===== config.mk =====
export PLATFORM = sky130hd
export DESIGN_NAME = led_strip_scope
export DESIGN_NICKNAME = d
export VERILOG_FILES = /design/src/rtl/led_strip_pkg.sv /design/src/rtl/led_pixel_render.sv /design/src/rtl/led_strip_scope.sv
export SDC_FILE = /design/constraint.sdc
export NUM_CORES = 1
export LEC_CHECK = 0
export CAP_MARGIN = 20
export CORE_AREA = 2 2 120 122
export DETAILED_ROUTE_END_ITERATION = 8
export DIE_AREA = 0 0 122 124
export PLACE_DENSITY = 0.89
export SLEW_MARGIN = 40
export SYNTH_ARGS = -nofsm -noshare
export SYNTH_HDL_FRONTEND = slang
export SYNTH_HIERARCHICAL = 1
export SYNTH_SLANG_ARGS = --single-unit

===== constraint.sdc =====
create_clock -name clk_12mhz -period 9.5 [get_ports clk_12mhz]
set_clock_uncertainty 0.2 [all_clocks]
set_input_delay 1.9 -clock clk_12mhz [delete_from_list [all_inputs] [get_ports clk_12mhz]]
set_output_delay 1.9 -clock clk_12mhz [all_outputs]
set_load 0.005 [all_outputs]

===== src/rtl/led_strip_pkg.sv =====
// Shared constants for the LED strip scope: APA102 command codes, display modes,
// frame FSM states and the per-segment colour palette.
package led_strip_pkg;
   localparam logic [1:0] CMD_NONE  = 2'b00;
   localparam logic [1:0] CMD_SOF   = 2'b01;
   localparam logic [1:0] CMD_PIXEL = 2'b10;
   localparam logic [1:0] CMD_EOF   = 2'b11;

   typedef enum logic [1:0] {
      MODE_LEVEL = 2'd0,
      MODE_BAR   = 2'd1,
      MODE_DOT   = 2'd2,
      MODE_OFF   = 2'd3
   } mode_t;

   typedef enum logic [1:0] {
      ST_IDLE  = 2'd0,
      ST_SOF   = 2'd1,
      ST_PIXEL = 2'd2,
      ST_EOF   = 2'd3
   } state_t;

   // {r,g,b} enable masks indexed by segment % 4: red, green, blue, white
   localparam logic [3:0][2:0] PALETTE = {3'b111, 3'b001, 3'b010, 3'b100};
endpackage


===== src/rtl/led_pixel_render.sv =====
// Combinational pixel colour for one segment position from a signed sample.
// Zero latency, no flow control; the caller registers the result when it issues.
module led_pixel_render
   import led_strip_pkg::*;
#(
   parameter int W       = 16,
   parameter int SEG_LEN = 75,
   parameter int IDX_W   = 7
) (
   input  logic signed [W-1:0] s,
   input  logic [IDX_W-1:0]    idx,
   input  logic [1:0]          mode,
   input  logic [1:0]          seg,
   output logic [7:0]          red,
   output logic [7:0]          green,
   output logic [7:0]          blue
);
   localparam int PROD_W = W - 1 + $clog2(SEG_LEN + 1);

   logic [W-2:0]      p;
   logic [PROD_W-1:0] prod;
   logic [IDX_W-1:0]  pos;
   logic [7:0]        bri;
   logic [7:0]        v;
   logic [2:0]        mask;

   always_comb begin
      // negative samples clamp to zero, so pos lands on 0 and bri is dark
      p    = (s > 0) ? s[W-2:0] : '0;
      prod = PROD_W'(p) * PROD_W'(SEG_LEN);
      pos  = IDX_W'(prod >> (W - 1));
      bri  = p[W-2 -: 8];
      v    = 8'h00;
      case (mode)
         MODE_LEVEL: v = bri;
         MODE_BAR:   v = ((s > 0) && (idx <= pos)) ? 8'hFF : 8'h00;
         MODE_DOT:   v = (idx == pos) ? 8'hFF : 8'h00;
         default:    v = 8'h00;
      endcase
      mask  = PALETTE[seg];
      red   = mask[2] ? v : 8'h00;
      green = mask[1] ? v : 8'h00;
      blue  = mask[0] ? v : 8'h00;
   end
endmodule


===== src/rtl/led_strip_scope.sv =====
// APA102 frame generator: snapshots N_CH samples per frame and renders equal strip segments.
// Issues one command per cycle where the serializer is idle and no strobe is pending.
module led_strip_scope
   import led_strip_pkg::*;
#(
   parameter int W         = 16,
   parameter int N_PIXELS  = 300,
   parameter int N_CH      = 4,
   parameter int FRAME_DIV = 256
) (
   input  logic              clk_12mhz,
   input  logic              rst,
   input  logic              sample_clk,
   input  logic [N_CH*W-1:0] samples,
   input  logic [1:0]        mode,
   output logic [1:0]        apa102_cmd,
   output logic              apa102_strobe,
   input  logic              apa102_busy,
   output logic [7:0]        px_red,
   output logic [7:0]        px_green,
   output logic [7:0]        px_blue,
   output logic              frame_active,
   output logic              overrun
);
   localparam int SEG_LEN = N_PIXELS / N_CH;
   localparam int IDX_W   = (SEG_LEN > 1) ? $clog2(SEG_LEN) : 1;
   localparam int DIV_W   = (FRAME_DIV > 1) ? $clog2(FRAME_DIV) : 1;

   logic              sample_clk_q;
   logic [DIV_W-1:0]  div_cnt;
   logic              rise;
   logic              trigger;
   logic              can_issue;
   state_t            state;
   logic [N_CH*W-1:0] snap;
   mode_t             snap_mode;
   logic [2:0]        seg;
   logic [IDX_W-1:0]  idx;
   logic signed [W-1:0] s_cur;
   logic [7:0]        r_nxt, g_nxt, b_nxt;

   assign rise      = sample_clk & ~sample_clk_q;
   assign trigger   = rise && (div_cnt == DIV_W'(FRAME_DIV - 1));
   assign can_issue = !apa102_busy && !apa102_strobe;
   assign s_cur     = snap[int'(seg) * W +: W];

   always_ff @(posedge clk_12mhz or posedge rst) begin
      if (rst) begin
         sample_clk_q <= 1'b0;
         div_cnt      <= '0;
      end else begin
         sample_clk_q <= sample_clk;
         if (rise)
            div_cnt <= (div_cnt == DIV_W'(FRAME_DIV - 1)) ? '0 : div_cnt + 1'b1;
      end
   end

   led_pixel_render #(.W(W), .SEG_LEN(SEG_LEN), .IDX_W(IDX_W)) u_render (
      .s     (s_cur),
      .idx   (idx),
      .mode  (snap_mode),
      .seg   (seg[1:0]),
      .red   (r_nxt),
      .green (g_nxt),
      .blue  (b_nxt)
   );

   always_ff @(posedge clk_12mhz or posedge rst) begin
      if (rst) begin
         state         <= ST_IDLE;
         apa102_cmd    <= CMD_NONE;
         apa102_strobe <= 1'b0;
         px_red        <= 8'h00;
         px_green      <= 8'h00;
         px_blue       <= 8'h00;
         frame_active  <= 1'b0;
         overrun       <= 1'b0;
         seg           <= '0;
         idx           <= '0;
         snap          <= '0;
         snap_mode     <= MODE_LEVEL;
      end else begin
         apa102_strobe <= 1'b0;
         if (trigger && state != ST_IDLE)
            overrun <= 1'b1;
         case (state)
            ST_IDLE: begin
               if (trigger) begin
                  snap      <= samples;
                  snap_mode <= mode_t'(mode);
                  state     <= ST_SOF;
               end
            end
            ST_SOF: begin
               if (can_issue) begin
                  apa102_cmd    <= CMD_SOF;
                  apa102_strobe <= 1'b1;
                  frame_active  <= 1'b1;
                  seg           <= '0;
                  idx           <= '0;
                  state         <= ST_PIXEL;
               end
            end
            ST_PIXEL: begin
               if (can_issue) begin
                  apa102_cmd    <= CMD_PIXEL;
                  apa102_strobe <= 1'b1;
                  px_red        <= r_nxt;
                  px_green      <= g_nxt;
                  px_blue       <= b_nxt;
                  if (idx == IDX_W'(SEG_LEN - 1)) begin
                     idx <= '0;
                     if (seg == 3'(N_CH - 1))
                        state <= ST_EOF;
                     else
                        seg <= seg + 3'd1;
                  end else begin
                     idx <= idx + 1'b1;
                  end
               end
            end
            ST_EOF: begin
               if (can_issue) begin
                  apa102_cmd    <= CMD_EOF;
                  apa102_strobe <= 1'b1;
                  frame_active  <= 1'b0;
                  state         <= ST_IDLE;
               end
            end
            default: state <= ST_IDLE;
         endcase
      end
   end
endmodule

==> results.txt <==
The critical path class is reg -> reg. From left edge to right edge, the die measures 122 um. Of all nets on the critical path, the largest fanout is 15. Counting the buffers created by CTS gives 17. The logs give 0.0151 mm^2 for the area of the die and 99 for the number of I/O pins. The post-synthesis cell type with the largest combined area was dfrtp_1. The critical path contains buffers and inverters numbering 4 combined. In the synthesized netlist, the number of instances is 628. The slew at the pin closest to its max-slew limit works out to 0.705 ns. The run gives 0 as the number of diodes. The category of the worst setup path capture point was a flip-flop. The total clock sinks was 116; the global-route usage over all layers was 0.245. The overall power was 1.44 mW; the core area was 0.0137 mm^2. The cell repeated most along the worst path was ha_1.

For the share of power burned in registers, the log shows 0.398. Setup violations remaining at the end of the flow were counted as 0. The switching power as a share of total power was 0.278; the area share of the largest cell type after synthesis was 0.390. Summing over every cut layer, the via total after detailed routing is 5327.

The H-tree was split into 4 levels. The cell at the slowest stage of the critical path was dfrtp_2. STA classifies the critical path startpoint as a flip-flop.

CTS placed an instance of clkbuf_16 at the clock tree root. The number of iterations in the first detailed-routing pass was 5. The kind of cell with the highest combined delay on the critical path is compound AO/OA/AOI/OAI gates. Buffers added to address setup during post-CTS repair amount to 0.

Setup repair after global routing left no endpoint under its margin. The final weighted congestion in routability-driven placement is 0.905. The run gives 297 as the number of DRC markers after the initial detailed-route iteration.

The worst path needs 8.34 ns of the cycle, external delays included. The number of nets with antenna violations after detailed routing came out at 0. The sequential-to-total area share from yosys stat is 0.390. The quantity of I/O buffers inserted on ports works out to 98. TritonCTS built the clock tree.

The finished layout holds 919 standard cells, fillers aside. The instance area at placement is 0.00857 mm^2, and the count of maximum capacitance violations is 0. The via count of the first global-routing pass was 5838; the initial core utilization was 0.542.

Cell internal power was estimated by the tool at 1.04 mW. The run finished with clean final reports. The run gives 792 as the net count of the mapped netlist. The post-route fraction of the period consumed by the critical path works out to 0.878. The combinational group share of total power is 0.192, and the count of flip-flops with a built-in enable after synthesis is 0.

The number of antenna violations at the first check in global routing was 0. The library cell used most frequently in the layout, excluding fill and tap cells, is dfrtp_1. After detailed placement, the design holds a cell count of 890.

The tools report the net load switching power as 0.400 mW. The logs give 0 for the hold violation total from the final report and 0.00914 mm^2 for the final design instance area without fill. For the total DRC errors in the routed layout, the log shows 0.

The wire length after detailed routing was 17400 um. The clock latency of the later-clocked register in the worst-skew pair came out at 0.42 ns. For this run the aggregate overflow at the end of global routing stands at 0. Gates resized during post-CTS repair numbered 0. The synthesis-to-finish area growth is 22.8%, and the routed length per instance is 18.9 um. The wire-length estimate of the detail-placed layout is 12500 um. After detailed routing, the number of vias per cell comes to 5.80. Entering global routing, the biggest net connects 79 pins. The first global-routing pass estimated 28300 um of wire. The proportion of layout cells with a drive suffix above 1 is 0.166. Each instance of the synthesized netlist takes up on average 11.8 um^2. The leakage component of the power was 4.72 nW.

The power density over the cells came out at 157 mW/mm^2. The tightest min-delay check is of the reg -> reg type. The tools report the maximum frequency from static timing analysis as 120 MHz. For the final-report max-slew violation count, the log shows 0.

The synthesized design contains 116 register bits. The most frequently used flop master after synthesis was dfrtp_1. By area the synthesized netlist is led by dfrtp_1 (39%), ha_1 (12%), mux2_2 (7.7%), mux2_1 (6.2%), fa_1 (5.4%).

The power share of the clock group is 0.410, and the Yosys warning count is 6. The floorplan has 43 rows. The highest cell delay on the worst timing path is 0.63 ns.

The async set-reset flop share out of synthesis was 1.00. After clock tree synthesis, the flow added hold-fix buffers numbering 0. In this run the deepest clock path goes through 2 buffers. The logs give 0.530 for the tightest slew margin relative to the limit and 63 for the distinct cell type count after synthesis. At the worst endpoint, the required time is 9.60 ns. Adding up every negative setup slack in the final design gives 0 ns. The number of nets in the layout is 894, and the area of the mapped netlist is 0.00744 mm^2. The run gives 8.44 ns as the signal arrival time at the worst endpoint.

In the layout the commonest cells are dfrtp_1 (114), clkdlybuf4s50_1 (98), ha_1 (74). Clock-pin slew was measured on the worst setup and hold paths at 0.05 ns. IR analysis of the VDD net gives a maximum drop of 0.143 mV. The floorplan step set the die height to 124 um.
-- stage by stage --
stage           util  worst slack, ns  hold slack, ns
2_1_floorplan      -             2.10           0.245
3_3_place_gp   0.624             1.35           0.262
3_5_place_dp   0.624            0.941           0.280
4_1_cts        0.664            0.678           0.291
5_1_grt        0.666            0.580           0.299
6_report       0.666             1.16           0.285
-- synth_stat cells, types with 3 or more instances --
master,n
a22o_1,4
nand4_1,3
buf_6,4
nor2b_1,15
dfrtp_1,116
mux2i_1,4
o31ai_1,3
nand3_1,5
xnor2_1,4
mux4_2,16
nand2_1,26
nor2_1,21
nand4b_1,3
and3_1,4
nor4_1,3
fa_1,20
and4_1,3
mux2_2,51
a21o_1,5
a21oi_1,15
xor2_1,7
clkbuf_1,8
buf_2,5
inv_1,61
and2_1,22
o21ai_0,29
mux2_1,41
nand2b_1,6
a21boi_0,10
ha_1,74
-- power by group through the flow --
stage          Combinational (mW)  Clock, mW  Sequential (mW)
2_1_floorplan               0.192          0            0.559
3_3_place_gp                0.256          0            0.575
3_5_place_dp                0.270          0            0.578
4_1_cts                     0.274      0.594            0.572
5_1_grt                     0.303      0.618            0.579
6_report                    0.275      0.589            0.572
-- sequential cells by signal, summed over array words and instances (netlist names) --
register / cells
overrun: 1
px_red: 8
apa102_cmd: 2
frame_active: 1
snap: 64
idx: 7
div_cnt: 8
snap_mode: 2
state: 2
sample_clk_q: 1
apa102_strobe: 1
px_green: 8
px_blue: 8
seg: 3
-- worst paths after layout --
path | startpoint | endpoint | slack, ns | cells past startpoint
setup / recovery | seg[0] | px_green[5] | 1.16 | 28
hold / removal | overrun | overrun | 0.28 | 1
setup reg to reg | seg[0] | px_green[5] | 1.16 | 28
hold reg to reg | overrun | overrun | 0.28 | 1
max in group asynchronous | rst | px_blue[4] | 6.35 | 3
min in group asynchronous | rst | snap[34] | 1.68 | 2
-- routing by layer --
| layer | part of all wire | global-route usage | wire, um |
|---|---|---|---|
| met2 | 0.52 | 0.431 | 9030 |
| met4 | 0.029 | 0.0905 | 502 |
| met3 | 0.053 | 0.0710 | 922 |
| met1 | 0.40 | 0.285 | 6920 |
| met5 | 0 | 0 | 0 |
-- area by class of cell --
class	instances	area (um^2)
clock inverter	6	55.1
tap	180	225
timing repair buffer	102	1030
sequential	116	2910
clock buffer	22	484
multi-input combinational	432	4210
inverter	61	231
fill	961	4580
-- cells by family after synthesis --
kind of cell / count (synthesis) / synth area share
mux: 113 / 0.195
compound gates: 86 / 0.0792
buf+inv: 80 / 0.0462
xor+xnor: 11 / 0.0129
flops: 116 / 0.390
fa+ha+maj: 94 / 0.178
simple gates: 128 / 0.0982
Note: power is estimated with default switching activity, not from simulation.
